===== src/rtl/bidir_pad_ctrl.sv =====
// Half-duplex fabric controller for one bidirectional pad cell.
// Sequences the turnaround so O_EN and I_EN never overlap, serialises a
// valid/ready bit stream onto the pad and returns synchronised samples.
module bidir_pad_ctrl #(
  parameter int TURN_CYCLES = 2,
  parameter int SYNC_STAGES = 2
) (
  input  logic QCK,
  input  logic QRT_N,
  input  logic TX_VALID,
  input  logic TX_DATA,
  output logic TX_READY,
  output logic RX_DAT,
  output logic RX_VALID,
  output logic DIR_TX,
  output logic O_DAT,
  output logic O_EN,
  output logic I_EN,
  input  logic I_DAT
);

  localparam int CW = $clog2(TURN_CYCLES + 1);
  localparam int FW = $clog2(SYNC_STAGES + 1);
  localparam logic [CW-1:0] CNT_LOAD = CW'(TURN_CYCLES - 1);
  localparam logic [FW-1:0] FILL_MAX = FW'(SYNC_STAGES);

  typedef enum logic [1:0] {S_RX, S_TURN_TX, S_TX, S_TURN_RX} state_e;

  state_e                 state_q, state_d;
  logic [CW-1:0]          cnt_q, cnt_d;
  logic [FW-1:0]          fill_q, fill_d;
  logic [SYNC_STAGES-1:0] sync_q, sync_d;
  logic tx_ready_q, tx_ready_d;
  logic rx_valid_q, rx_valid_d;
  logic dir_tx_q, dir_tx_d;
  logic o_dat_q, o_dat_d;
  logic o_en_q, o_en_d;
  logic i_en_q, i_en_d;

  // Next-state: direction changes always pass through a dead-time state.
  // The counter only decrements while nonzero, so it cannot wrap.
  always_comb begin
    state_d = state_q;
    cnt_d   = cnt_q;
    case (state_q)
      S_RX: begin
        if (TX_VALID) begin
          state_d = S_TURN_TX;
          cnt_d   = CNT_LOAD;
        end
      end
      S_TURN_TX: begin
        if (cnt_q == '0) state_d = S_TX;
        else             cnt_d   = cnt_q - 1'b1;
      end
      S_TX: begin
        if (!TX_VALID) begin
          state_d = S_TURN_RX;
          cnt_d   = CNT_LOAD;
        end
      end
      S_TURN_RX: begin
        if (cnt_q == '0) state_d = S_RX;
        else             cnt_d   = cnt_q - 1'b1;
      end
      default: state_d = S_RX;
    endcase
  end

  // Registered outputs are decoded from the next state so they line up
  // with the state register; reset forces them all low.
  always_comb begin
    o_en_d     = (state_d == S_TX);
    tx_ready_d = (state_d == S_TX);
    i_en_d     = (state_d == S_RX);
    dir_tx_d   = (state_d != S_RX);

    // Pad data: captured on handshake, held otherwise, cleared entering RX.
    o_dat_d = o_dat_q;
    if (tx_ready_q && TX_VALID) o_dat_d = TX_DATA;
    if (state_q != S_RX && state_d == S_RX) o_dat_d = 1'b0;

    // Fill count: edges spent listening, saturating; cleared leaving RX.
    fill_d = fill_q;
    if (state_d != S_RX)
      fill_d = '0;
    else if (state_q == S_RX && i_en_q && fill_q != FILL_MAX)
      fill_d = fill_q + 1'b1;
    rx_valid_d = (state_d == S_RX) && (fill_d == FILL_MAX);
  end

  // Synchroniser shift; runs every cycle regardless of direction.
  always_comb begin
    sync_d = {sync_q[SYNC_STAGES-2:0], I_DAT};
  end

  // State and output registers with synchronous active-low reset.
  always_ff @(posedge QCK) begin
    if (!QRT_N) begin
      state_q    <= S_RX;
      cnt_q      <= '0;
      fill_q     <= '0;
      sync_q     <= '0;
      tx_ready_q <= 1'b0;
      rx_valid_q <= 1'b0;
      dir_tx_q   <= 1'b0;
      o_dat_q    <= 1'b0;
      o_en_q     <= 1'b0;
      i_en_q     <= 1'b0;
    end else begin
      state_q    <= state_d;
      cnt_q      <= cnt_d;
      fill_q     <= fill_d;
      sync_q     <= sync_d;
      tx_ready_q <= tx_ready_d;
      rx_valid_q <= rx_valid_d;
      dir_tx_q   <= dir_tx_d;
      o_dat_q    <= o_dat_d;
      o_en_q     <= o_en_d;
      i_en_q     <= i_en_d;
    end
  end

  assign TX_READY = tx_ready_q;
  assign RX_DAT   = sync_q[SYNC_STAGES-1];
  assign RX_VALID = rx_valid_q;
  assign DIR_TX   = dir_tx_q;
  assign O_DAT    = o_dat_q;
  assign O_EN     = o_en_q;
  assign I_EN     = i_en_q;

endmodule


===== config.mk =====
export PLATFORM = sky130hd
export DESIGN_NAME = bidir_pad_ctrl
export DESIGN_NICKNAME = d
export VERILOG_FILES = /design/src/rtl/bidir_pad_ctrl.sv
export SDC_FILE = /design/constraint.sdc
export NUM_CORES = 1
export LEC_CHECK = 0
export BUFFER_PORTS_ARGS = -buffer_cell sky130_fd_sc_hd__buf_2
export CELL_PAD_IN_SITES_DETAIL_PLACEMENT = 1
export CELL_PAD_IN_SITES_GLOBAL_PLACEMENT = 2
export CORE_ASPECT_RATIO = 0.9
export CORE_MARGIN = 2
export CORE_UTILIZATION = 33
export DETAILED_ROUTE_END_ITERATION = 10
export GPL_ROUTABILITY_DRIVEN = 0
export PLACE_DENSITY_LB_ADDON = 0.1
export SETUP_SLACK_MARGIN = 0.05
export SLEW_MARGIN = 20
export SYNTH_ARGS = -nofsm -noshare
export SYNTH_HDL_FRONTEND = slang
export SYNTH_SLANG_ARGS = --single-unit
export TNS_END_PERCENT = 100

===== constraint.sdc =====
create_clock -name QCK -period 3.25 [get_ports QCK]
set_clock_uncertainty 0.15 [all_clocks]
set_input_delay 0.325 -clock QCK [delete_from_list [all_inputs] [get_ports QCK]]
set_output_delay 0.325 -clock QCK [all_outputs]
set_load 0.005 [all_outputs]

==> impl_metrics.ini, run 1 <==
[status]
status = finished, final reports clean

[power_and_ir_drop]
p_per_area_nw_per_um2 = 638
p_int_uw = 286
switchingPower_uw = 131
switching_share_pct = 31.5
total_power_uw = 417
peakVddDrop_uv = 256
pwr-share-clk_pct = 24.0
comb_power_share_pct = 25.3
power_frac_seq_pct = 50.7
leakagePower_uw = 0.000283

[setup_path]
critPathKind = register to register
end_kind = register
arrival_ns = 1.59
critPathRequiredTime_ns = 3.27
cp_max_fo = 5
cp-start-kind = register

[floorplan]
die_area_um2 = 2080
start_util_pct = 34.7
rows = 14
core_area_um2 = 1650
fp.dieH_um = 43.5
ios = 12
die_w_um = 47.9

[layout]
fill_cells = 224
seqCellArea_um2 = 260
final_cell_mix = dfxtp_1 (13), buf_2 (11), inv_1 (5), and2_1 (5), nand2_1 (4)
post-route-util_pct = 39.7
multi_input_area_um2 = 263
area_growth_pct = 14.2
mostFrequentLayoutCell = dfxtp_1
antennaDiodeCount = 0
final_nets = 78
layout-drive-gt1-share_pct = 24.3

[detailed_routing]
num_vias = 435
wl_per_cell_um = 10.8
remaining_drc_errors = 0
drt_iter0_drc = 0
ant_nets = 0
drt_wl_total_um = 1020
dr.pass1.iters = 1
viasPerCell = 4.63

[global_routing]
grt_usage_pct = 12.8
grt_first_pass_wirelength_um = 1790
grt_pass1_vias = 414
antenna_found_initial = 0
grt_overflow = 0
grt_max_degree = 11

[timing]
fin_tns_setup_ns = 0
setup_viol = 0
worst_pin_slew_ns = 0.370
maxSlewViolCount = 0
hold_viol_final = 0
period_share_pct = 48.6
slew_headroom_pct = 75.3
hold_ws_ns = 0.105
fmax_ghz = 0.633
rsz0062_at_grt = false
period_needed_ns = 1.58

[placement]
post-dp-hpwl_um = 770
io_buffers = 11

[cts]
path_clk_slew_ns = 0.08
cts_repair_resize_count = 0
postCtsSetupRepairBufs = 0
clock-root-buffer = clkbuf_4
cts_hold_buf = 0
ctsLongestPathBuffers = 2
cts_tree = built
clk_latency_ns = 0.28
clock_sinks = 13
cts_buffers = 3
htreeDepth = 1

[yosys]
syn_nets = 65
yosys_warnings = 0
synth-seq-cells = 13
avgSynthCellArea_um2 = 9.86
async_reset_ff_share_pct = 0
synthesis.area_um2 = 572
syn_inst = 58
synth_edf_count = 0
ys_types = 25
ys_seq_area_share_pct = 45.5
synth_flop_cell = dfxtp_1

[job]
cap_viol_max_count = 0

[hold_path]
hold_class = primary input to register
## critical path: stages (launching register included)
cell	delay, ns
dfxtp_1	0.37
inv_1	0.06
ha_1	0.24
and3_2	0.26
o21ai_1	0.30
nor2_1	0.08
## worst paths after layout
kind	start	end	slack [ns]	cells past startpoint
hold / removal	I_DAT	sync_q[0]	0.11	2
hold reg to reg	sync_q[0]	sync_q[1]	0.29	1
setup / recovery	cnt_q[0]	fill_q[1]	1.67	5
setup reg to reg	cnt_q[0]	fill_q[1]	1.67	5
## routing by layer
metal / vias up / part of all wire (%) / global-route usage (%)
met5: - / 0 / 0
met4: 0 / 0.88 / 4.86
met3: 2 / 8.1 / 7.50
met2: 10 / 46 / 20.0
met1: 206 / 45 / 14.1
li1: 217 / - / -
## synth_stat cells, types with 2 or more instances
master / instances / area, um2
mux2i_1: 2 / 20.0
nor2_1: 3 / 11.3
dfxtp_1: 13 / 260
buf_6: 2 / 22.5
ha_1: 2 / 25.0
nor3b_1: 2 / 15.0
and2_1: 5 / 31.3
inv_1: 5 / 18.8
nand2_1: 4 / 15.0
xnor2_1: 3 / 26.3
a21oi_1: 3 / 15.0
## state kept, by name, summed over array words and instances (netlist names)
register  flops
DIR_TX        1
I_EN          1
O_DAT         1
O_EN          1
RX_VALID      1
cnt_q         2
fill_q        2
state_q       2
sync_q        2
## stage by stage
step | setup WS [ns] | instance area, um2 | cells
after floorplan | 1.82 | 572 | 58
after global placement | 1.66 | 627 | 90
after detailed placement | 1.63 | 627 | 90
after CTS | 1.62 | 653 | 94
after global routing | 1.53 | 653 | 94
final | 1.67 | 653 | 94
## power groups by stage
stage          clock network [uW]  registers, uW  logic, uW
5_1_grt                       111            217        123
4_1_cts                       107            212        108
2_1_floorplan                   0            197        110
6_report                      100            211        105
3_5_place_dp                    0            216        107
3_3_place_gp                    0            216        105
## cell type report
cell class / instances / share of cell area [%]
Sequential cell: 13 / 39.8
Tap cell: 24 / 4.60
Clock buffer: 4 / 4.02
Timing Repair Buffer: 11 / 8.43
Multi-Input combinational cell: 37 / 40.2
Inverter: 5 / 2.87
## cells by family after synthesis
group | after synthesis | share of synthesized area (%)
XOR/XNOR | 3 | 4.60
multiplexers | 2 | 3.50
adder cells (fa/ha/maj) | 2 | 4.38
flip-flops | 13 | 45.5
buffers and inverters | 8 | 8.53
AO/OA/AOI/OAI | 7 | 7.44
AND/OR/NAND/NOR | 23 | 26.0
(Power assumes the default switching activity.)
==> run 2, diff against run 1 <==
--- a/config.mk
+++ b/config.mk
@@ -5,12 +5,13 @@
 export SDC_FILE = /design/constraint.sdc
 export NUM_CORES = 1
 export LEC_CHECK = 0
+export ABC_AREA = 1
 export BUFFER_PORTS_ARGS = -buffer_cell sky130_fd_sc_hd__buf_2
 export CELL_PAD_IN_SITES_DETAIL_PLACEMENT = 1
 export CELL_PAD_IN_SITES_GLOBAL_PLACEMENT = 2
 export CORE_ASPECT_RATIO = 0.9
 export CORE_MARGIN = 2
-export CORE_UTILIZATION = 33
+export CORE_UTILIZATION = 26
 export DETAILED_ROUTE_END_ITERATION = 10
 export GPL_ROUTABILITY_DRIVEN = 0
 export PLACE_DENSITY_LB_ADDON = 0.1
==> constraint.sdc (replaced) <==
create_clock -name QCK -period 1.3 [get_ports QCK]
set_clock_uncertainty 0.15 [all_clocks]
set_input_delay 0.13 -clock QCK [delete_from_list [all_inputs] [get_ports QCK]]
set_output_delay 0.13 -clock QCK [all_outputs]
set_load 0.005 [all_outputs]
==> run 2 against run 1 <==
Power grew to 2.5 times the previous value. Non-clock buffer count rose by 10. First-iteration DRC count grew 6. Sequential power grew 130%. Die area grew 20%. Critical path type unchanged. Critical endpoint is now RX_VALID. Largest power group unchanged. Highest routed layer unchanged.
==> impl_metrics.ini, run 2 <==
[power_and_ir_drop]
switching_share_pct = 32.6
leakagePower_uw = 0.000407
switchingPower_uw = 343
p_per_area_nw_per_um2 = 1300
comb_power_share_pct = 30.6
p_int_uw = 707
pwr-share-clk_pct = 23.8
peakVddDrop_uv = 820
power_frac_seq_pct = 45.6

[floorplan]
start_util_pct = 28.1
ios = 12
die_w_um = 52.5
fp.dieH_um = 47.6
die_area_um2 = 2500
rows = 15
core_area_um2 = 1950

[detailed_routing]
dr.pass1.iters = 4
wl_per_cell_um = 10.3
viasPerCell = 4.12
drt_wl_total_um = 1180
num_vias = 474
remaining_drc_errors = 0
drt_iter0_drc = 6
ant_nets = 0

[layout]
final_nets = 98
fill_cells = 243
final_cell_mix = buf_2 (11), inv_1 (9), nand2_1 (9), dfxtp_1 (8)
layout-drive-gt1-share_pct = 54.4
antennaDiodeCount = 0
area_growth_pct = 47.2
seqCellArea_um2 = 267
stdcell_area_um2 = 808
multi_input_area_um2 = 284
mostFrequentLayoutCell = buf_2

[global_routing]
grt_overflow = 0
grt_pass1_vias = 471
antenna_found_initial = 0
grt_max_degree = 9
grt_first_pass_wirelength_um = 2040
grt_usage_pct = 11.8

[yosys]
syn_nets = 73
synthesis.area_um2 = 549
synth_compound_area_share_pct = 5.92
syn_inst = 66
synth-seq-cells = 13
ys_seq_area_share_pct = 47.4
ys_top_cells_by_area = dfxtp_1 (47%), inv_1 (9.6%), nand2_1 (8.2%), ha_1 (4.6%), nor2_1 (3.4%)
synth_top_family_by_area = simple AND/OR/NAND/NOR gates
synth_commonest_cells = inv_1 (14), dfxtp_1 (13), nand2_1 (12)
synthSimpleGateAreaFrac_pct = 28.0
synthMuxAreaShare_pct = 0
ys_types = 18
synth_flop_cell = dfxtp_1
avgSynthCellArea_um2 = 8.32
async_reset_ff_share_pct = 0
synth_xor_area_share_pct = 3.19
yosys_warnings = 0
yosysTopAreaCell = dfxtp_1
synthAdderAreaFrac_pct = 4.56
yosysTopAreaCellShare_pct = 47.4
synth_most_common_cell = inv_1
synth_edf_count = 0

[cts]
htreeDepth = 1
path_clk_slew_ns = 0.08
cts_buffers = 3
clock-root-buffer = clkbuf_4
clock_sinks = 13
clk_latency_ns = 0.27
cts_tree = built
ctsLongestPathBuffers = 2

[setup_path]
cp_max_fo = 3
critPathKind = register to register
r2r_cells = 6
end_kind = register
critPathRequiredTime_ns = 1.37
regToRegSetupSlack_ns = 0.06
cp-start-kind = register
arrival_ns = 1.31
r2r_end = RX_VALID
r2r-start = fill_q[0]

[status]
status = finished, final reports clean

[timing]
rsz0062_at_grt = true
period_needed_ns = 1.24
maxSlewViolCount = 0
slew_headroom_pct = 88.4
worst_pin_slew_ns = 0.174
fin_tns_setup_ns = 0
setup_viol = 0
period_share_pct = 95.3
hold_viol_final = 0
fmax_ghz = 0.807

[hold_path]
min_path_cells = 4
hp-start = TX_VALID
hold_class = primary input to register
min_to = O_DAT

[placement]
post-dp-hpwl_um = 827
dpl_cell_area_um2 = 663
io_buffers = 11

[job]
cap_viol_max_count = 0
[run 2: cell count changes in the layout (fill, tap and decap cells not counted), sizes merged, moves of 2 or more]
cell         delta
dlygate4sd3     +4
nand2          +10
xnor2           -3
nand3           +3
and2            -5
nor2            +4
and3            -2
mux2i           -2
buf             +6
xor2            +2
inv             +9
nor3b           -2
[run 2: area by class of cell]
class                           count  share of cell area [%]
Timing Repair Buffer               21                    17.8
Multi-Input combinational cell     38                    35.1
Clock buffer                        3                    2.79
Clock inverter                      1                   0.619
Sequential cell                    13                    33.0
Inverter                           14                    6.81
Tap cell                           25                    3.87
[run 2: cells by family (layout without fill, tap and decap cells)]
family          count (synthesis)  after routing
simple gates                   28             28
buf+inv                        15             39
flops                          13             13
compound gates                  6              6
fa+ha+maj                       2              2
xor+xnor                        2              2
[run 2: layer usage]
layer / GRT usage, % / wire [um] / up-vias
li1: - / - / 246
met2: 19.0 / 547 / 11
met5: 0 / 0 / -
met3: 5.63 / 69 / 2
met1: 13.9 / 548 / 215
met4: 4.62 / 12 / 0
[run 2: worst max path at each step]
stage,from,to,cells after the start
floorplan,cnt_q[0],fill_q[1],8
global placement,cnt_q[0],fill_q[0],8
detailed placement,cnt_q[0],fill_q[1],8
CTS,fill_q[0],RX_VALID,6
global route,fill_q[0],RX_VALID,6
finish,fill_q[0],RX_VALID,6
[run 2: per-stage QoR]
stage               cells  setup slack [ns]  total power [uW]  hold slack [ns]  utilization [%]
floorplan              66            0.0702               649           0.0735                -
global placement      103           -0.0163               724            0.161             34.0
detailed placement    103           -0.0228               724            0.171             34.0
CTS                   114            0.0346              1030           0.0131             40.1
global route          115           -0.0138              1140           0.0410             41.4
finish                115            0.0616              1050           0.0108             41.4
[run 2: power by group through the flow]
stage | clock (uW) | combinational [uW] | sequential (uW)
finish | 250 | 321 | 479
global route | 286 | 363 | 487
CTS | 266 | 291 | 478
detailed placement | 0 | 245 | 479
global placement | 0 | 244 | 480
floorplan | 0 | 170 | 479
[run 2: worst max-delay path, stage by stage, from the launching register on]
cell and delay, ns:
dfxtp_2 0.34, inv_2 0.03, ha_2 0.16, nand3b_4 0.18, xor2_2 0.17, inv_1 0.07, nor2_2 0.09
[run 2: repair_timing]
action                                  CTS  global route
gates cloned                              0             0
hold buffers                              4             0
buffers inserted                          3             1
resized for setup                        12            10
hold endpoints to repair                  3             0
pin swaps                                 4             7
endpoints found under the setup margin    6             6
